File: src/rtl/cmd_decoder.sv
// cmd_decoder: byte-stream command decoder.
//
// Pulls 5-byte packets {SYNC, CMD, DHI, DLO, CSUM} from an rx FIFO. It
// executes a register write (CMD[7]=0) or a register read (CMD[7]=1) and
// pushes the response bytes to a tx FIFO. A good write answers ACK. A good
// read answers ACK, RDATA[15:8], RDATA[7:0]. A bad checksum answers NAK.
// If the gap between two bytes of one packet grows too long, the partial
// packet is dropped silently and err_pulse is raised.
//
// Ports:
//   clk, rst_n            clock, synchronous active-low reset
//   rx_rdata/rx_rempty    head byte and empty flag of the rx FIFO
//   rx_rinc               pop the head rx byte this cycle
//   tx_wdata/tx_winc      response byte and write strobe to the tx FIFO
//   tx_wfull              tx FIFO full
//   reg_addr/reg_wdata    register address / write data (held between packets)
//   reg_we/reg_re         one-cycle register write / read strobes
//   reg_rdata             read data, valid the cycle after reg_re
//   busy                  high whenever a packet or response is in flight
//   err_pulse             one-cycle flag on checksum error or timeout
//
// Handshake: the FIFOs use a valid/ready pair. On rx, valid is !rx_rempty
// and ready is the receive state, so a byte moves on a clk edge only when
// rx_rinc=1 (= !rx_rempty && receive state). On tx, valid is the response
// state and ready is !tx_wfull, so a byte moves only when tx_winc=1
// (= response state && !tx_wfull). Otherwise both sides hold their data.

module cmd_decoder #(
  parameter int         TIMEOUT_CYCLES = 1000000,
  parameter logic [7:0] SYNC_BYTE      = 8'hA5
) (
  input  logic        clk,
  input  logic        rst_n,
  input  logic [7:0]  rx_rdata,
  input  logic        rx_rempty,
  output logic        rx_rinc,
  output logic [7:0]  tx_wdata,
  input  logic        tx_wfull,
  output logic        tx_winc,
  output logic [6:0]  reg_addr,
  output logic [15:0] reg_wdata,
  output logic        reg_we,
  output logic        reg_re,
  input  logic [15:0] reg_rdata,
  output logic        busy,
  output logic        err_pulse
);

  localparam int            CW       = $clog2(TIMEOUT_CYCLES + 1);
  localparam logic [CW-1:0] GAP_LAST = CW'(TIMEOUT_CYCLES - 1);
  localparam logic [7:0]    ACK      = 8'h06;
  localparam logic [7:0]    NAK      = 8'h15;

  localparam logic [3:0] S_HUNT   = 4'd0;
  localparam logic [3:0] S_CMD    = 4'd1;
  localparam logic [3:0] S_DHI    = 4'd2;
  localparam logic [3:0] S_DLO    = 4'd3;
  localparam logic [3:0] S_CSUM   = 4'd4;
  localparam logic [3:0] S_EXEC   = 4'd5;
  localparam logic [3:0] S_RDWAIT = 4'd6;
  localparam logic [3:0] S_RESP0  = 4'd7;
  localparam logic [3:0] S_RESP1  = 4'd8;
  localparam logic [3:0] S_RESP2  = 4'd9;

  logic [3:0]    state;
  logic [CW-1:0] gap_cnt;
  logic [7:0]    cmd_q;
  logic [7:0]    dhi_q;
  logic [7:0]    dlo_q;
  logic [15:0]   rdata_q;
  logic          nak_q;

  logic rx_state;
  logic resp_state;
  logic pkt_state;
  logic csum_ok;

  always_comb begin
    rx_state   = (state inside {S_HUNT, S_CMD, S_DHI, S_DLO, S_CSUM});
    pkt_state  = (state inside {S_CMD, S_DHI, S_DLO, S_CSUM});
    resp_state = (state inside {S_RESP0, S_RESP1, S_RESP2});
    csum_ok    = (rx_rdata == (cmd_q ^ dhi_q ^ dlo_q));
  end

  // Gating the outputs with rst_n keeps them quiet while reset is held,
  // including before the first clock edge has set up the state.
  assign rx_rinc = rst_n & rx_state & ~rx_rempty;
  assign tx_winc = rst_n & resp_state & ~tx_wfull;
  assign busy    = rst_n & (state != S_HUNT);
  assign reg_we  = rst_n & (state == S_EXEC) & ~cmd_q[7];
  assign reg_re  = rst_n & (state == S_EXEC) & cmd_q[7];

  always_comb begin
    tx_wdata = 8'h00;
    case (state)
      S_RESP0: tx_wdata = nak_q ? NAK : ACK;
      S_RESP1: tx_wdata = rdata_q[15:8];
      S_RESP2: tx_wdata = rdata_q[7:0];
      default: tx_wdata = 8'h00;
    endcase
  end

  always_ff @(posedge clk) begin
    if (!rst_n) begin
      state     <= S_HUNT;
      gap_cnt   <= '0;
      cmd_q     <= 8'h00;
      dhi_q     <= 8'h00;
      dlo_q     <= 8'h00;
      rdata_q   <= 16'h0000;
      nak_q     <= 1'b0;
      reg_addr  <= 7'h00;
      reg_wdata <= 16'h0000;
      err_pulse <= 1'b0;
    end else begin
      err_pulse <= 1'b0;
      if (state == S_HUNT) begin
        gap_cnt <= '0;
        if (!rx_rempty && rx_rdata == SYNC_BYTE) state <= S_CMD;
      end else if (pkt_state) begin
        if (!rx_rempty) begin
          // Every byte here is payload, even one equal to SYNC_BYTE.
          gap_cnt <= '0;
          if (state == S_CMD) begin
            cmd_q <= rx_rdata;
            state <= S_DHI;
          end else if (state == S_DHI) begin
            dhi_q <= rx_rdata;
            state <= S_DLO;
          end else if (state == S_DLO) begin
            dlo_q <= rx_rdata;
            state <= S_CSUM;
          end else if (csum_ok) begin
            // Only a good packet touches the register-side address/data.
            reg_addr  <= cmd_q[6:0];
            reg_wdata <= {dhi_q, dlo_q};
            nak_q     <= 1'b0;
            state     <= S_EXEC;
          end else begin
            nak_q     <= 1'b1;
            err_pulse <= 1'b1;
            state     <= S_RESP0;
          end
        end else if (gap_cnt == GAP_LAST) begin
          gap_cnt   <= '0;
          err_pulse <= 1'b1;
          state     <= S_HUNT;
        end else begin
          gap_cnt <= gap_cnt + CW'(1);
        end
      end else begin
        gap_cnt <= '0;
        case (state)
          S_EXEC:   state <= cmd_q[7] ? S_RDWAIT : S_RESP0;
          S_RDWAIT: begin
            rdata_q <= reg_rdata;
            state   <= S_RESP0;
          end
          S_RESP0:  if (!tx_wfull) state <= (!nak_q && cmd_q[7]) ? S_RESP1 : S_HUNT;
          S_RESP1:  if (!tx_wfull) state <= S_RESP2;
          S_RESP2:  if (!tx_wfull) state <= S_HUNT;
          default:  state <= S_HUNT;
        endcase
      end
    end
  end

endmodule
File: config.mk
export PLATFORM = sky130hd
export DESIGN_NAME = cmd_decoder
export DESIGN_NICKNAME = d
export VERILOG_FILES = /design/src/rtl/cmd_decoder.sv
export SDC_FILE = /design/constraint.sdc
export NUM_CORES = 1
export LEC_CHECK = 0
export ABC_AREA = 0
export CAP_MARGIN = 5
export CORE_AREA = 3 3 145 112
export DETAILED_ROUTE_END_ITERATION = 10
export DIE_AREA = 0 0 148 115
export SKIP_LAST_GASP = 1
export SYNTH_ARGS = -nofsm -noshare
export SYNTH_HDL_FRONTEND = slang
export SYNTH_SLANG_ARGS = --single-unit
File: constraint.sdc
create_clock -name clk -period 2 [get_ports clk]
set_input_delay 0.4 -clock clk [delete_from_list [all_inputs] [get_ports clk]]
set_output_delay 0.4 -clock clk [all_outputs]
set_load 0.01 [all_outputs]
==> out/qor.yml <==
run_status:
  outcome: "finished with violations"
  violations: "setup timing"
job:
  drv_cap: 0
clocking:
  cts_tree: "yes"
  clkLatencyLatePin_ns: 0.35
  clockBufferDepth: 2
  ctsHoldBuffers: 0
  clock-sinks: 89
  cts_root_buffer: "clkbuf_16"
  clkTransAtPathRegs_ns: 0.07
  htreeDepth: 3
  cts_buffers: 9
layout:
  post-route-util_pct: 37.7
  layout-drive-gt1-share_pct: 20.1
  syn2layout_area_growth_pct: 41.1
  nNetsFinal: 610
  final_cells: 791
  diodes: 0
power_and_ir_drop:
  clkPwrFrac_pct: 35.3
  cellLeakagePower_nw: 2.08
  pwr-share-comb_pct: 24.5
  powerDensity_mw_per_mm2: 858
  p_sw_mw: 1.44
  p_sw_share_pct: 29.7
  vdd_drop_max_mv: 0.498
  pwr-share-seq_pct: 40.2
  power_mw: 4.86
  intPower_mw: 3.42
placed_design:
  dp_hpwl_um: 7630
  io_buffers: 64
  placedCellCount: 769
  gp_congestion: 0.857
  post-place-ws_ns: -0.510
grt:
  grt_pass1_wl_um: 17300
  grt_use_met3_pct: 4.45
  grt_max_degree: 51
  grt-ovfl-total: 0
  top_usage_layer: "met2"
  grt_usage_pct: 12.6
  grt_use_met2_pct: 18.7
  met1_usage_pct: 17.2
  grt_antenna_before_repair: 0
  grt_pass1_vias: 3467
synthesis:
  synth_edf_count: 0
  ys_top_cells_by_area: "dfxtp_1 44%, nand2_1 10%, mux2i_1 7.7%"
  seq_area_frac_synth_pct: 44.4
  syn_inst: 478
  ys_seq_elements: 89
  ys.flop_type: "dfxtp_1"
  postSynthAreaPerCell_um2: 8.40
  ys_async_sr_fraction_pct: 0
  synth.top_cell.area_share_pct: 44.4
  yosys_warnings: 0
  synth_nets: 507
  synth_top_area_cell: "dfxtp_1"
  syn-cell-area_mm2: 0.00402
  synth_cell_types: 48
min_path:
  hp-class: "input pin to flip-flop"
  hp-start: "rx_rdata[5]"
floorplan:
  die_area_mm2: 0.0170
  fp.dieH_um: 115
  ioPinCount: 65
  chipWidth_um: 148
  start_util_pct: 26.7
  num_rows: 39
  core_mm2: 0.0150
sta:
  fin_crit_ns: 2.01
  clock-skew-final_ns: 0.0115
  rsz0062_at_grt: "true"
  drv_slew: 0
  whs_ns: 0.406
  layout_setup_ws_ns: -0.0109
  setup_viol_count_final: 1
  finalHoldViolCount: 0
  max_freq_mhz: 497
  worstMarginPinSlew_ns: 0.481
  slew_headroom_pct: 67.9
  period_share_pct: 101
worst_setup_path:
  startpoint_type: "input pin"
  r2r-start: "dhi_q[3]"
  path_class: "input pin to output pin"
  worst_setup_path_endpoint: "rx_rinc"
  worstReg2RegEnd: "reg_wdata[0]"
  worstPathRequired_ns: 1.60
  timing.critical_path.from: "rx_rempty"
  r2r_slack_ns: 0.04
  arrival_ns: 1.61
  end_kind: "output pin"
  worstPathMaxFanout: 2
  rr_worst_depth: 7
route:
  drc: 0
  num_vias: 3605
  wl_per_cell_um: 13.5
  dr.pass1.iters: 4
  final_antenna_net_count: 0
  drt_iter0_markers: 261
  finalWirelength_um: 10700
  via_per_inst: 4.56
-- power groups by stage --
stage / registers [mW] / clock network [mW] / logic [mW]
2_1_floorplan: 1.95 / 0 / 0.651
3_3_place_gp: 1.96 / 0 / 1.09
3_5_place_dp: 1.96 / 0 / 1.11
4_1_cts: 1.93 / 1.76 / 1.13
5_1_grt: 1.97 / 1.83 / 1.31
6_report: 1.95 / 1.71 / 1.19
-- layout by cell type, fill, tap and decap left out, types with 9 or more instances in the layout --
cell             count
dfxtp_1             77
mux2i_1             31
clkbuf_16            9
a21oi_1             36
nand2_1            110
xnor2_1             18
xor2_1              16
nand3_1             30
clkdlybuf4s50_1     43
buf_4               46
nor2_1              36
dfxtp_2             10
-- worst min-delay path by stage --
| stage | to | slack [ns] | cells after the start |
|---|---|---|---|
| floorplan | gap_cnt[0] | 0.43 | 1 |
| CTS | rdata_q[9] | 0.46 | 2 |
| global placement | rdata_q[9] | 0.44 | 2 |
| global route | dhi_q[5] | 0.41 | 3 |
| finish | dhi_q[5] | 0.41 | 3 |
| detailed placement | rdata_q[9] | 0.45 | 2 |
-- final cells by class --
cell class	instances	area (µm²)
multi-input combinational	356	2210
clock inverter	6	76.3
clock buffer	10	229
inverter	5	18.8
timing repair buffer	120	1070
fill	1551	9360
sequential	89	1800
tap	205	256
-- metrics by stage --
stage | setup TNS, ns | instance area, µm²
after CTS | -0.159 | 5520
after global routing | -0.546 | 5670
after floorplan | 0 | 4020
after global placement | -13.45 | 5180
final | -0.0109 | 5670
after detailed placement | -13.46 | 5180
-- cell usage after synthesis, types with 2 or more instances --
cell      count
nand2_1     110
dfxtp_1      89
nor2_1       39
a21oi_1      36
mux2i_1      31
nand3_1      31
clkbuf_1     24
xnor2_1      24
xor2_1       18
nand4_1       6
a31oi_1       5
inv_1         5
nor3_1        5
a22o_1        4
nor4b_1       4
o21ai_0       4
a22oi_1       3
and3_1        3
nor4_1        3
and4_1        2
buf_2         2
buf_6         2
nor2b_1       2
o21a_1        2
-- flip-flops by register name, indices dropped and copies added (netlist names) --
register   flops
reg_wdata     16
rdata_q       16
nak_q          1
dlo_q          8
gap_cnt       20
err_pulse      1
dhi_q          8
reg_addr       7
state          4
cmd_q          8
-- metal layers --
layer | vias up | share of wire, %
met3 | 8 | 7.2
met4 | 0 | 0.92
li1 | 1841 | -
met2 | 81 | 44
met5 | - | 0
met1 | 1675 | 48
-- logic make-up (layout without fill, tap and decap cells) --
group,after synthesis,in the layout,synth area share [%]
muxes,31,31,7.73
and+or+nand+nor,215,215,24.5
xor gates and xnor gates,43,43,9.57
AOI/OAI and AO/OA,66,66,10.0
buffers and inverters,33,141,3.52
DFF,89,89,44.4
adders and majority gates,1,1,0.312
-- critical path: stages --
cell	delay, ns
clkdlybuf4s50_1	0.54
nor4_4	0.31
buf_4	0.14
clkdlybuf4s15_1	0.22
-- what timing repair did --
action	in CTS	in global routing
gates resized for setup	44	50
endpoints found under the setup margin	13	51
pin swaps	3	13
buffers inserted	3	3
cloned	0	1
No activity file was read; power rests on OpenSTA's default activity.
